==> src/rtl/pc_seq_pkg.sv <==
// Shared types for the program-sequencer: operation encoding and the per-cycle priority decode.
// Pure combinational helpers; no state, no flow control.
package pc_seq_pkg;

  typedef enum logic [2:0] {
    OP_HOLD,
    OP_INC,
    OP_BRANCH,
    OP_LOAD,
    OP_CALL,
    OP_RET,
    OP_CLR,
    OP_ILLEGAL
  } pc_op_e;

  // Highest-priority request wins; Up is dropped whenever any jump-type input is present.
  function automatic pc_op_e decode_op(input logic clr, input logic call, input logic ret,
                                       input logic load, input logic branch, input logic up);
    if (clr)              return OP_CLR;
    else if (call && ret) return OP_ILLEGAL;
    else if (ret)         return OP_RET;
    else if (call)        return OP_CALL;
    else if (load)        return OP_LOAD;
    else if (branch)      return OP_BRANCH;
    else if (up)          return OP_INC;
    else                  return OP_HOLD;
  endfunction

endpackage

==> src/rtl/ret_stack.sv <==
// Return-address LIFO: push/pop/clear take effect at the clock edge, pop_dat shows the top entry combinationally.
// Push when full and pop when empty are ignored; the caller decides what that means.
module ret_stack #(
  parameter int DEPTH = 4,
  parameter int W     = 7,
  parameter int DW    = $clog2(DEPTH + 1)
) (
  input  logic          clk,
  input  logic          rst_n,
  input  logic          clr,
  input  logic          push,
  input  logic          pop,
  input  logic [W-1:0]  push_dat,
  output logic [W-1:0]  pop_dat,
  output logic [DW-1:0] depth,
  output logic          full,
  output logic          empty
);

  localparam int IDX_W = (DEPTH > 1) ? $clog2(DEPTH) : 1;

  logic [W-1:0]     mem_q [DEPTH];
  logic [DW-1:0]    depth_q, depth_d;
  logic [IDX_W-1:0] wr_idx, top_idx;
  logic             push_ok, pop_ok;

  assign full    = (depth_q == DW'(DEPTH));
  assign empty   = (depth_q == '0);
  assign push_ok = push && !full && !clr && !pop;
  assign pop_ok  = pop && !empty && !clr;
  assign wr_idx  = IDX_W'(depth_q);
  assign top_idx = IDX_W'(depth_q - DW'(1));
  assign pop_dat = mem_q[top_idx];
  assign depth   = depth_q;

  always_comb begin
    depth_d = depth_q;
    if (clr)          depth_d = '0;
    else if (pop_ok)  depth_d = depth_q - DW'(1);
    else if (push_ok) depth_d = depth_q + DW'(1);
  end

  always_ff @(posedge clk or negedge rst_n) begin
    if (!rst_n) depth_q <= '0;
    else        depth_q <= depth_d;
  end

  // Storage is never reset: entries above the pointer are meaningless.
  always_ff @(posedge clk) begin
    if (push_ok) mem_q[wr_idx] <= push_dat;
  end

endmodule

==> src/rtl/pc_seq_unit.sv <==
// Program counter with load, relative branch, call/return via ret_stack and a sticky error flag.
// Im_Out is a register, one cycle after the inputs; no backpressure, every request is acted on or flagged.
module pc_seq_unit
  import pc_seq_pkg::*;
#(
  parameter int                 ADDR_W      = 7,
  parameter int                 STACK_DEPTH = 4,
  parameter logic [ADDR_W-1:0]  RESET_ADDR  = '0,
  parameter int                 DEPTH_W     = $clog2(STACK_DEPTH + 1)
) (
  input  logic               Clock,
  input  logic               Clr_n,
  input  logic               Clr,
  input  logic               Up,
  input  logic               Load,
  input  logic               Branch,
  input  logic               Call,
  input  logic               Ret,
  input  logic [ADDR_W-1:0]  Load_Addr,
  input  logic [ADDR_W-1:0]  Offset,
  output logic [ADDR_W-1:0]  Im_Out,
  output logic [DEPTH_W-1:0] Depth,
  output logic               Stack_Full,
  output logic               Stack_Empty,
  output logic               Err
);

  pc_op_e            op;
  logic [ADDR_W-1:0] pc_q, pc_d;
  logic              err_q, err_d;
  logic [ADDR_W-1:0] ret_addr;
  logic              stk_push, stk_pop, stk_clr;

  assign op = decode_op(Clr, Call, Ret, Load, Branch, Up);

  assign stk_clr  = (op == OP_CLR);
  assign stk_push = (op == OP_CALL) && !Stack_Full;
  assign stk_pop  = (op == OP_RET)  && !Stack_Empty;

  ret_stack #(
    .DEPTH (STACK_DEPTH),
    .W     (ADDR_W),
    .DW    (DEPTH_W)
  ) u_ret_stack (
    .clk      (Clock),
    .rst_n    (Clr_n),
    .clr      (stk_clr),
    .push     (stk_push),
    .pop      (stk_pop),
    .push_dat (pc_q + ADDR_W'(1)),
    .pop_dat  (ret_addr),
    .depth    (Depth),
    .full     (Stack_Full),
    .empty    (Stack_Empty)
  );

  // Two's-complement add at ADDR_W bits gives the signed branch with silent wrap.
  always_comb begin
    pc_d  = pc_q;
    err_d = err_q;
    case (op)
      OP_CLR: begin
        pc_d  = RESET_ADDR;
        err_d = 1'b0;
      end
      OP_ILLEGAL: err_d = 1'b1;
      OP_RET: begin
        if (!Stack_Empty) pc_d  = ret_addr;
        else              err_d = 1'b1;
      end
      OP_CALL: begin
        if (!Stack_Full) pc_d  = Load_Addr;
        else             err_d = 1'b1;
      end
      OP_LOAD:   pc_d = Load_Addr;
      OP_BRANCH: pc_d = pc_q + Offset;
      OP_INC:    pc_d = pc_q + ADDR_W'(1);
      default:   pc_d = pc_q;
    endcase
  end

  always_ff @(posedge Clock or negedge Clr_n) begin
    if (!Clr_n) begin
      pc_q  <= RESET_ADDR;
      err_q <= 1'b0;
    end else begin
      pc_q  <= pc_d;
      err_q <= err_d;
    end
  end

  assign Im_Out = pc_q;
  assign Err    = err_q;

endmodule

==> config.mk <==
export PLATFORM = sky130hd
export DESIGN_NAME = pc_seq_unit
export DESIGN_NICKNAME = d
export VERILOG_FILES = /design/src/rtl/pc_seq_pkg.sv /design/src/rtl/ret_stack.sv /design/src/rtl/pc_seq_unit.sv
export SDC_FILE = /design/constraint.sdc
export NUM_CORES = 1
export LEC_CHECK = 0
export BUFFER_PORTS_ARGS = -buffer_cell sky130_fd_sc_hd__buf_2
export CORE_MARGIN = 1
export CORE_UTILIZATION = 33
export CTS_CLUSTER_DIAMETER = 150
export DETAILED_ROUTE_END_ITERATION = 6
export HOLD_SLACK_MARGIN = 0.12
export MAX_ROUTING_LAYER = met4
export PLACE_DENSITY_LB_ADDON = 0.25
export SLEW_MARGIN = 25
export SYNTH_ARGS = -nofsm -noshare
export SYNTH_HDL_FRONTEND = slang
export SYNTH_SLANG_ARGS = --single-unit
==> constraint.sdc <==
create_clock -name Clock -period 2.1 [get_ports Clock]
set_clock_uncertainty 0.1 [all_clocks]
set_input_delay 0.21 -clock Clock [delete_from_list [all_inputs] [get_ports Clock]]
set_output_delay 0.21 -clock Clock [all_outputs]
set_load 0.02 [all_outputs]
## Yosys cells after proc, flatten, opt, wreduce, memory -nomap -nowiden

Memory sizes are Yosys's and may differ from the RTL's.
Index checks and enable logic that the tools add are counted.

- Output and inout bits: 13
- Word-level logic and storage cells: 56
- Memories kept: 1
- Memory bits (writable): 28
- Bits in registers: 11

Memory list:

| name | words | width | rd ports | clocked after memory_dff | wr ports | RTL line | source |
|---|---|---|---|---|---|---|---|
| u_ret_stack.mem_q | 4 | 7 | 1 | 0 | 1 | ret_stack.sv:22 | `logic [W-1:0] mem_q [DEPTH];` |

- Equal/unequal tests: 12
- Reductions and logical operators: 18
- Mux-type cells: 18
- $add $sub $neg: 4

Operators by type and width:

| operator | number |
|---|---|
| one-hot mux 7 bit (6 select lines) | 1 |
| two-way mux 3 bit | 7 |
| == test 3 bit (second input constant) | 5 |
| two-way mux 7 bit | 2 |
| logical AND 1 bit | 8 |
| inequality test 2 bit (second input constant) | 4 |
| adder 7 x 1 -> 7 bit (second input constant) | 1 |
| adder 7 bit | 1 |
| == test 3 x 2 -> 1 bit (second input constant) | 2 |
| AND reduction 3 bit | 2 |
| nonzero test 6 bit | 1 |
| two-way mux 1 bit | 5 |
| logical NOT 1 bit | 4 |
| two-way mux 2 bit | 2 |
| one-hot mux 1 bit (4 select lines) | 1 |
| nonzero test 4 bit | 1 |
| adder 3 x 1 -> 3 bit (second input constant) | 1 |
| == test 3 x 1 -> 1 bit (second input constant) | 1 |
| logical NOT 3 bit | 1 |
| nonzero test 3 bit | 1 |
| subtractor 3 x 1 -> 3 bit (second input constant) | 1 |

## Depth between registers and ports, before layout

Gate-level depths: netlist of the first run.

- Word-level depth: 15
- Mapped depth: 8
- Gate-level depth less buffers: 8

## Hierarchy

From an unflattened synthesis of the first run, not the netlist that was laid out.

- Cell total of the unflattened synthesis: 185
- Area total of the unflattened synthesis: 2252.2 um2

Modules (own cells, without submodules):

| module | times used | sequential area each (um2) | cells each | area an instance (um2) |
|---|---|---|---|---|
| ret_stack | 1 | 915.9 | 67 | 1301.2 |
| pc_seq_unit | 1 | 200.2 | 118 | 950.9 |

## Worst setup path before layout of the first run

Ideal clock, no wire load.

- Path kind: register to register
- Start point: register u_ret_stack.depth_q[0] (netlist: u_ret_stack.depth[0])
- End point: register pc_q[4] (netlist: Im_Out[4])
- Arrival: 2.175 ns
- Setup time: 0.126 ns
- Period minus slack after synthesis: 2.401 ns
- Path slack: -0.301 ns
- Cell stages (with the launch flop): 8
- Path through: dfrtp_1 > buf_2 > inv_1 > ha_1 > nor2b_1 > o22a_2 > a21o_1 > a221o_1

RTL lines:

| item | RTL line | source |
|---|---|---|
| from (decl) | ret_stack.sv:23 | `logic [DW-1:0] depth_q, depth_d;` |
| from (signal assigned) | ret_stack.sv:45 | `else depth_q <= depth_d;` |
| logical NOT 3 bit | ret_stack.sv:28 | `assign empty = (depth_q == '0);` |
| named net Stack_Empty | pc_seq_unit.sv:24 | `output logic Stack_Empty,` |
| inequality test 2 bit (no line) | - |  |
| AND reduction 3 bit (no line) | - |  |
| to (signal assigned) | pc_seq_unit.sv:87 | `pc_q <= pc_d;` |
| to (decl) | pc_seq_unit.sv:29 | `logic [ADDR_W-1:0] pc_q, pc_d;` |

The timed path passes the listed nets, and every way through them passes these cells. The select of a mux whose other input is x is not followed.
A chain may end at the register's enable or synchronous reset.

## Worst setup path after layout of the first run

- Start point: register pc_q[0] (netlist: Im_Out[0])
- End point: register pc_q[6] (netlist: Im_Out[6])

- Word-level cells in the longest chain between the ends: 2

RTL lines:

| item | RTL line | source |
|---|---|---|
| adder 7 x 1 -> 7 bit / adder 7 bit (equally long branches) | pc_seq_unit.sv:77, pc_seq_unit.sv:76 |  |
| one-hot mux 7 bit (6 select lines) * | pc_seq_unit.sv:61 | `case (op)` |

Every way passes the cells marked *; elsewhere a longest branch is shown, timed or not.

==> results.cfg, run 1 <==
[sta]
drv_slew = 0
hold_violations = 0
max_freq_mhz = 494.8
tightest_slew_ps = 452.0
slew_headroom_pct = 69.65
finalSetupViolations = 0
period_minus_slack_ps = 2021
finalCritPeriodShare_pct = 96.24

[grt]
met2_usage_pct = 22.28
grt_most_used_layer = met2
globalRouteOverflowTotal = 0
antenna_found_initial = 0
grt_use_total_pct = 14.72
first_global_vias = 1517
grt_start_max_net_pins = 14
grt_pass1_wl_mm = 7.734
use_met1_pct = 20.47
met3_usage_pct = 3.579

[clock_tree]
cts-root-buf = clkbuf_8
cts.reportedPaths.clkPinSlew_ps = 80
cts.sinks = 39
insertion_delay_ps = 290
h-tree-depth = 2
cts_made_buffers = 5
cts_tree = done
clock_path_buffers = 2

[logic_synthesis]
yosysMostFrequentCell = edfxtp_1
synth_common_cells = edfxtp_1 (28), ha_1 (12), dfrtp_1 (11)
synth_simple_gate_area_share_pct = 11.79
synth.avg_cell_area_um2 = 13.04
synthMuxAreaShare_pct = 8.266
synth_compound_area_share_pct = 12.89
async_flop_share_pct = 28.21
netlist_instances = 166
yosys.area.top_type_share_pct = 38.84
synth_top_family_by_area = compound AO/OA/AOI/OAI gates
synthXorXnorAreaFrac_pct = 4.855
syn-num-nets = 201
ys_ff_latch = 39
yosysUniqueCellTypes = 47
synth_edf_count = 28
ys_top_cells_by_area = edfxtp_1 (39%), dfrtp_1 (13%), mux4_2 (7.3%), ha_1 (6.9%), xnor2_1 (3.6%)
yosys.area.top_type = edfxtp_1
synth_ff_type = edfxtp_1
syn-cell-area_mm2 = 0.002165
synth_seq_area_share_pct = 51.56
synth_warnings = 0
synth_fa_ha_area_share_pct = 7.861

[final_layout]
final_cells = 296
drive_gt1_share_pct = 36.99
diodes = 0
syn2layout_area_growth_pct = 24.10
stdcell_area_mm2 = 0.002686
final_net_count = 253

[power_and_ir_drop]
switching_share_pct = 28.22
p_comb_share_pct = 24.2
p_leak_nw = 1.115
p_int_mw = 1.354
p_total_mw = 1.887
seqPwrFrac_pct = 47.2
switchingPower_mw = 0.5324
vdd_drop_max_mv = 0.3620
p_per_area_mw_per_mm2 = 702.3
pwr-share-clk_pct = 28.6

[drt]
drt-total-wl_mm = 4.766
routedWlPerCell_um = 16.10
drt-initial-drc-count = 58
drc_errors = 0
routed_via_density = 5.230
vias = 1548
drt_pass1_iterations = 4
drtAntennaViolNets = 0

[floorplan]
io_pins = 35
initial_core_util_pct = 34.09
die_y_um = 82.99
rows = 29
coreArea_mm2 = 0.006350
dieWidth_um = 82.99
die_area_mm2 = 0.006887

[placement]
place_inst = 282
port_buffers = 34
placed_cell_area_mm2 = 0.002519
gp_congestion = 0.7977
dp_hpwl_mm = 3.549

[critical_path]
critPathMaxFanout = 3
cp_slowest_cell = fa_1
criticalPathCategory = register to register
critPathArrivalTime_ps = 2070
critPathRequiredTime_ps = 2150
crit_path_start_kind = register
slowest_delay_ps = 390
endpoint_kind = register
path_delay_family = adder cells
crit_chain = ha_2 > inv_1 > fa_1 > nand2b_4 > a21oi_2 > o22ai_1 > xnor2_1 > o221ai_1
crit_buf_inv = 1

[outcome]
status = completed

[min_path]
hold_path_class = input pin to register

[job]
cap_violations = 0
==> layout make-up <==
class | instances | area, µm²
clock buffer | 6 | 82.58
clock inverter | 2 | 16.27
fill | 584 | 3664
inverter | 7 | 26.28
multi-input combinational | 115 | 1028
sequential | 39 | 1119
tap | 77 | 96.34
timing repair buffer | 50 | 317.8
==> routing by layer <==
metal  vias up  part of all wire [%]  wire, µm
met5         -                     0         0
met4         0                     0         0
met3         0                   3.5       168
met2        35                    48      2292
met1       767                    48      2306
li1        746                     -         -
==> worst min-delay path, delay by kind of cell <==
kind | cells | cell delay, ps
buf+inv | 2 | 250
simple gates | 1 | 60
==> power groups by stage <==
stage,Clock (mW),Sequential (mW),Combinational [mW]
detailed placement,0,0.910,0.425
floorplan,0,0.921,0.290
global route,0.583,0.894,0.500
finish,0.540,0.890,0.457
CTS,0.553,0.893,0.428
global placement,0,0.909,0.422
==> state kept, by name, indices dropped and copies added, names as in the netlist <==
| name | count |
|---|---|
| Err | 1 |
| Im_Out | 7 |
| u_ret_stack.depth | 3 |
| u_ret_stack.mem_q | 28 |
==> timing repair <==
item / 4_1_cts / 5_1_grt
resized for setup: 0 / 6
hold endpoints to repair: 11 / 0
hold buffers: 1 / 0
buffers inserted: 0 / 5
setup endpoints to repair: 0 / 3
==> cell families (layout without fill, tap and decap cells) <==
kind of cell	count (synthesis)	count (layout)
adders and majority gates	13	13
buffers and inverters	12	65
muxes	9	9
DFF	39	39
and+or+nand+nor	45	45
AOI/OAI and AO/OA	36	36
xor gates and xnor gates	12	12
==> through the flow <==
stage | setup WS (ps) | hold slack (ps) | utilization (%) | TNS [ps]
final | 78.98 | 149.0 | 42.31 | 0
after global routing | -43.66 | 159.7 | 42.31 | -43.66
after detailed placement | 40.63 | 3.078 | 39.67 | 0
after CTS | 5.028 | 140.9 | 41.38 | 0
after floorplan | 0.9748 | -185.6 | - | 0
after global placement | 8.480 | 7.157 | 39.67 | 0
==> layout by cell type, fill, tap and decap left out, types with 3 or more instances in the layout <==
cell type,instances
a21oi_1,6
a22o_1,5
and2_1,5
and3_1,3
buf_2,34
buf_4,13
clkbuf_8,6
dfrtp_1,9
edfxtp_1,28
ha_1,10
inv_1,6
mux4_2,7
nand2_1,10
nand3_1,4
nor2_1,8
o21ai_0,3
xnor2_1,9
xor2_1,3
==> path summary, 6_finish.rpt <==
check	startpoint	end	slack, ps	cells past startpoint
worst max-delay path	Im_Out[0]	Im_Out[6]	80	8
worst min-delay path	Clr	u_ret_stack.depth[0]	150	3
worst max register to register	Im_Out[0]	Im_Out[6]	80	8
worst min register to register	Err	Err	450	2
max in group asynchronous	Clr_n	Im_Out[1]	1440	2
min in group asynchronous	Clr_n	u_ret_stack.depth[1]	210	2
(Power assumes the default switching activity.)
==> run 2, diff against run 1 <==
Settings changed: ABC_AREA set to 1, CORE_ASPECT_RATIO set to 0.5.
==> results.cfg, run 2 <==
[outcome]
status = completed

[critical_path]
critPathArrivalTime_ps = 1820
critPathRequiredTime_ps = 1960
criticalPathCategory = input pin to register
crit_chain = dlygate4sd3_1 > buf_2 > inv_2 > nand3_2 > nor2_2 > inv_2 > nor2_4
r2r_cells = 13
endpoint_kind = register
cp_slowest_cell = dlygate4sd3_1
crit_path_start_kind = input pin
slowest_delay_ps = 550
r2r-end = Im_Out[4]
critPathMaxFanout = 10
crit_top_cell = inv_2
rrSetupSlack_ps = 170
r2r-start = Im_Out[0]

[logic_synthesis]
yosys.area.top_type = edfxtp_1
synth.avg_cell_area_um2 = 8.126
async_flop_share_pct = 28.21
synth_common_cells = nand2_1 (102), inv_1 (33), edfxtp_1 (28)
yosysUniqueCellTypes = 29
synth_edf_count = 28
syn-num-nets = 332
synth_warnings = 0
syn-cell-area_mm2 = 0.002414
synth_seq_area_share_pct = 46.24
yosys.area.top_type_share_pct = 34.84
synth_ff_type = edfxtp_1
ys_top_cells_by_area = edfxtp_1 (35%), nand2_1 (16%), dfrtp_1 (11%), ha_1 (6.2%), inv_1 (5.1%)
netlist_instances = 297
ys_ff_latch = 39
yosysMostFrequentCell = nand2_1

[power_and_ir_drop]
p_per_area_mw_per_mm2 = 941.6
p_total_mw = 2.761
vdd_drop_max_mv = 0.4775
switching_share_pct = 37.78
pwr-share-clk_pct = 27.1
seqPwrFrac_pct = 36.2
p_int_mw = 1.718
p_leak_nw = 1.397
p_comb_share_pct = 36.7
switchingPower_mw = 1.043

[final_layout]
final_util_pct = 42.60
diodes = 0
drive_gt1_share_pct = 21.87
fillCellCount = 670
layout_commonest_cell = nand2_1
regMostFlops = u_ret_stack.mem_q
mostFrequentLayoutCells = nand2_1 (102), buf_2 (34), inv_1 (31)
final_cells = 435
final_net_count = 377
syn2layout_area_growth_pct = 21.51
largest_register_ffs = 28

[min_path]
holdCritStartpoint = Load_Addr[3]
hold_path_class = input pin to register
holdPathEnd = Im_Out[3]
whs_path_depth = 5

[sta]
rsz0062_at_grt = false
slew_headroom_pct = 68.23
finalSetupViolations = 0
max_freq_mhz = 512.0
whs_ps = 139.9
tightest_slew_ps = 473.2
fin_tns_setup_ps = 0
finalCritPeriodShare_pct = 93.00
drv_slew = 0
period_minus_slack_ps = 1953
hold_violations = 0

[drt]
vias = 2017
routed_via_density = 4.637
drt-met1-wl_mm = 2.979
drc_errors = 0
drtAntennaViolNets = 0
route.met2.wl_mm = 2.608
drt-initial-drc-count = 110
wl_met3_um = 309
routedWlPerCell_um = 13.72
drt-total-wl_mm = 5.969
top_layer = met4
drt_pass1_iterations = 4

[clock_tree]
clock_path_buffers = 2
cts_made_buffers = 5
cts-root-buf = clkbuf_16
insertion_delay_ps = 280
cts_resized = 0
cts.sinks = 39
cts_tree = done
postCtsSetupRepairBufs = 0
cts_hold_buf = 2
cts.reportedPaths.clkPinSlew_ps = 60
h-tree-depth = 2

[floorplan]
coreArea_mm2 = 0.006884
dieWidth_um = 122.9
die_area_mm2 = 0.007680
io_pins = 35
initial_core_util_pct = 35.06
die_y_um = 62.47
rows = 21

[job]
cap_violations = 0

[grt]
grt_use_total_pct = 17.40
globalRouteOverflowTotal = 0
antenna_found_initial = 0
first_global_vias = 1935
grt_pass1_wl_mm = 9.804
grt_start_max_net_pins = 20

[placement]
gp_congestion = 0.8457
dp_hpwl_mm = 4.446
port_buffers = 34
place_inst = 425
==> run 2: cell count changes in the layout (fill, tap and decap cells not counted), moves of 7 or more <==
cell     before  now
mux4_2        7    0
nand3_1       4   24
nor2_1        8   20
buf_4        13    6
nand2_1      10  102
inv_1         6   31
==> run 2: worst max path at each step <==
stage                               from                      end  cells past startpoint
global placement               Im_Out[0]                Im_Out[4]                     13
global route                   Im_Out[0]                Im_Out[4]                     13
detailed placement             Im_Out[0]                Im_Out[4]                     13
floorplan           u_ret_stack.depth[0]  u_ret_stack.mem_q[1][0]                      9
CTS                                  Clr  u_ret_stack.mem_q[1][3]                      7
finish                               Clr  u_ret_stack.mem_q[1][5]                      7
==> run 2: cell families (layout without fill, tap and decap cells) <==
family	Yosys count	in the layout	synth area share [%]
compound gates	26	26	6.376
xor+xnor	7	7	2.540
fa+ha+maj	13	13	7.050
buf+inv	42	88	6.636
flops	39	39	46.24
simple gates	170	170	31.16
==> run 2: worst max-delay path, delay by kind of cell <==
family | cells | cell delay (ps)
buf+inv | 4 | 990
simple gates | 3 | 610
==> run 2: metrics by stage <==
step	setup slack [ps]	cell area, µm²
detailed placement	206.9	2768
global placement	241.7	2768
floorplan	40.56	2461
CTS	167.7	2933
global route	30.89	2933
finish	146.9	2933
==> run 2: layout make-up <==
| type | instances | area (µm²) | share of cell area, % |
|---|---|---|---|
| Clock inverter | 3 | 20.02 | 0.6826 |
| Tap cell | 92 | 115.1 | 3.925 |
| Multi-Input combinational cell | 216 | 1177 | 40.15 |
| Clock buffer | 5 | 125.1 | 4.266 |
| Sequential cell | 39 | 1117 | 38.10 |
| Timing Repair Buffer | 42 | 235.2 | 8.020 |
| Inverter | 38 | 142.6 | 4.863 |
==> run 2: power by group through the flow <==
stage,registers [mW],clock network [mW],logic [mW]
after floorplan,1.07,0,0.631
after global placement,1.01,0,0.998
after detailed placement,1.01,0,1.01
after CTS,0.999,0.756,1.02
after global routing,1.01,0.782,1.13
final,1.00,0.749,1.01
==> run 2: per-layer routing <==
metal	up-vias	global-route usage, %
met5	-	-
met4	0	6.402
met3	6	2.464
met2	39	25.84
met1	916	24.06
li1	1056	-
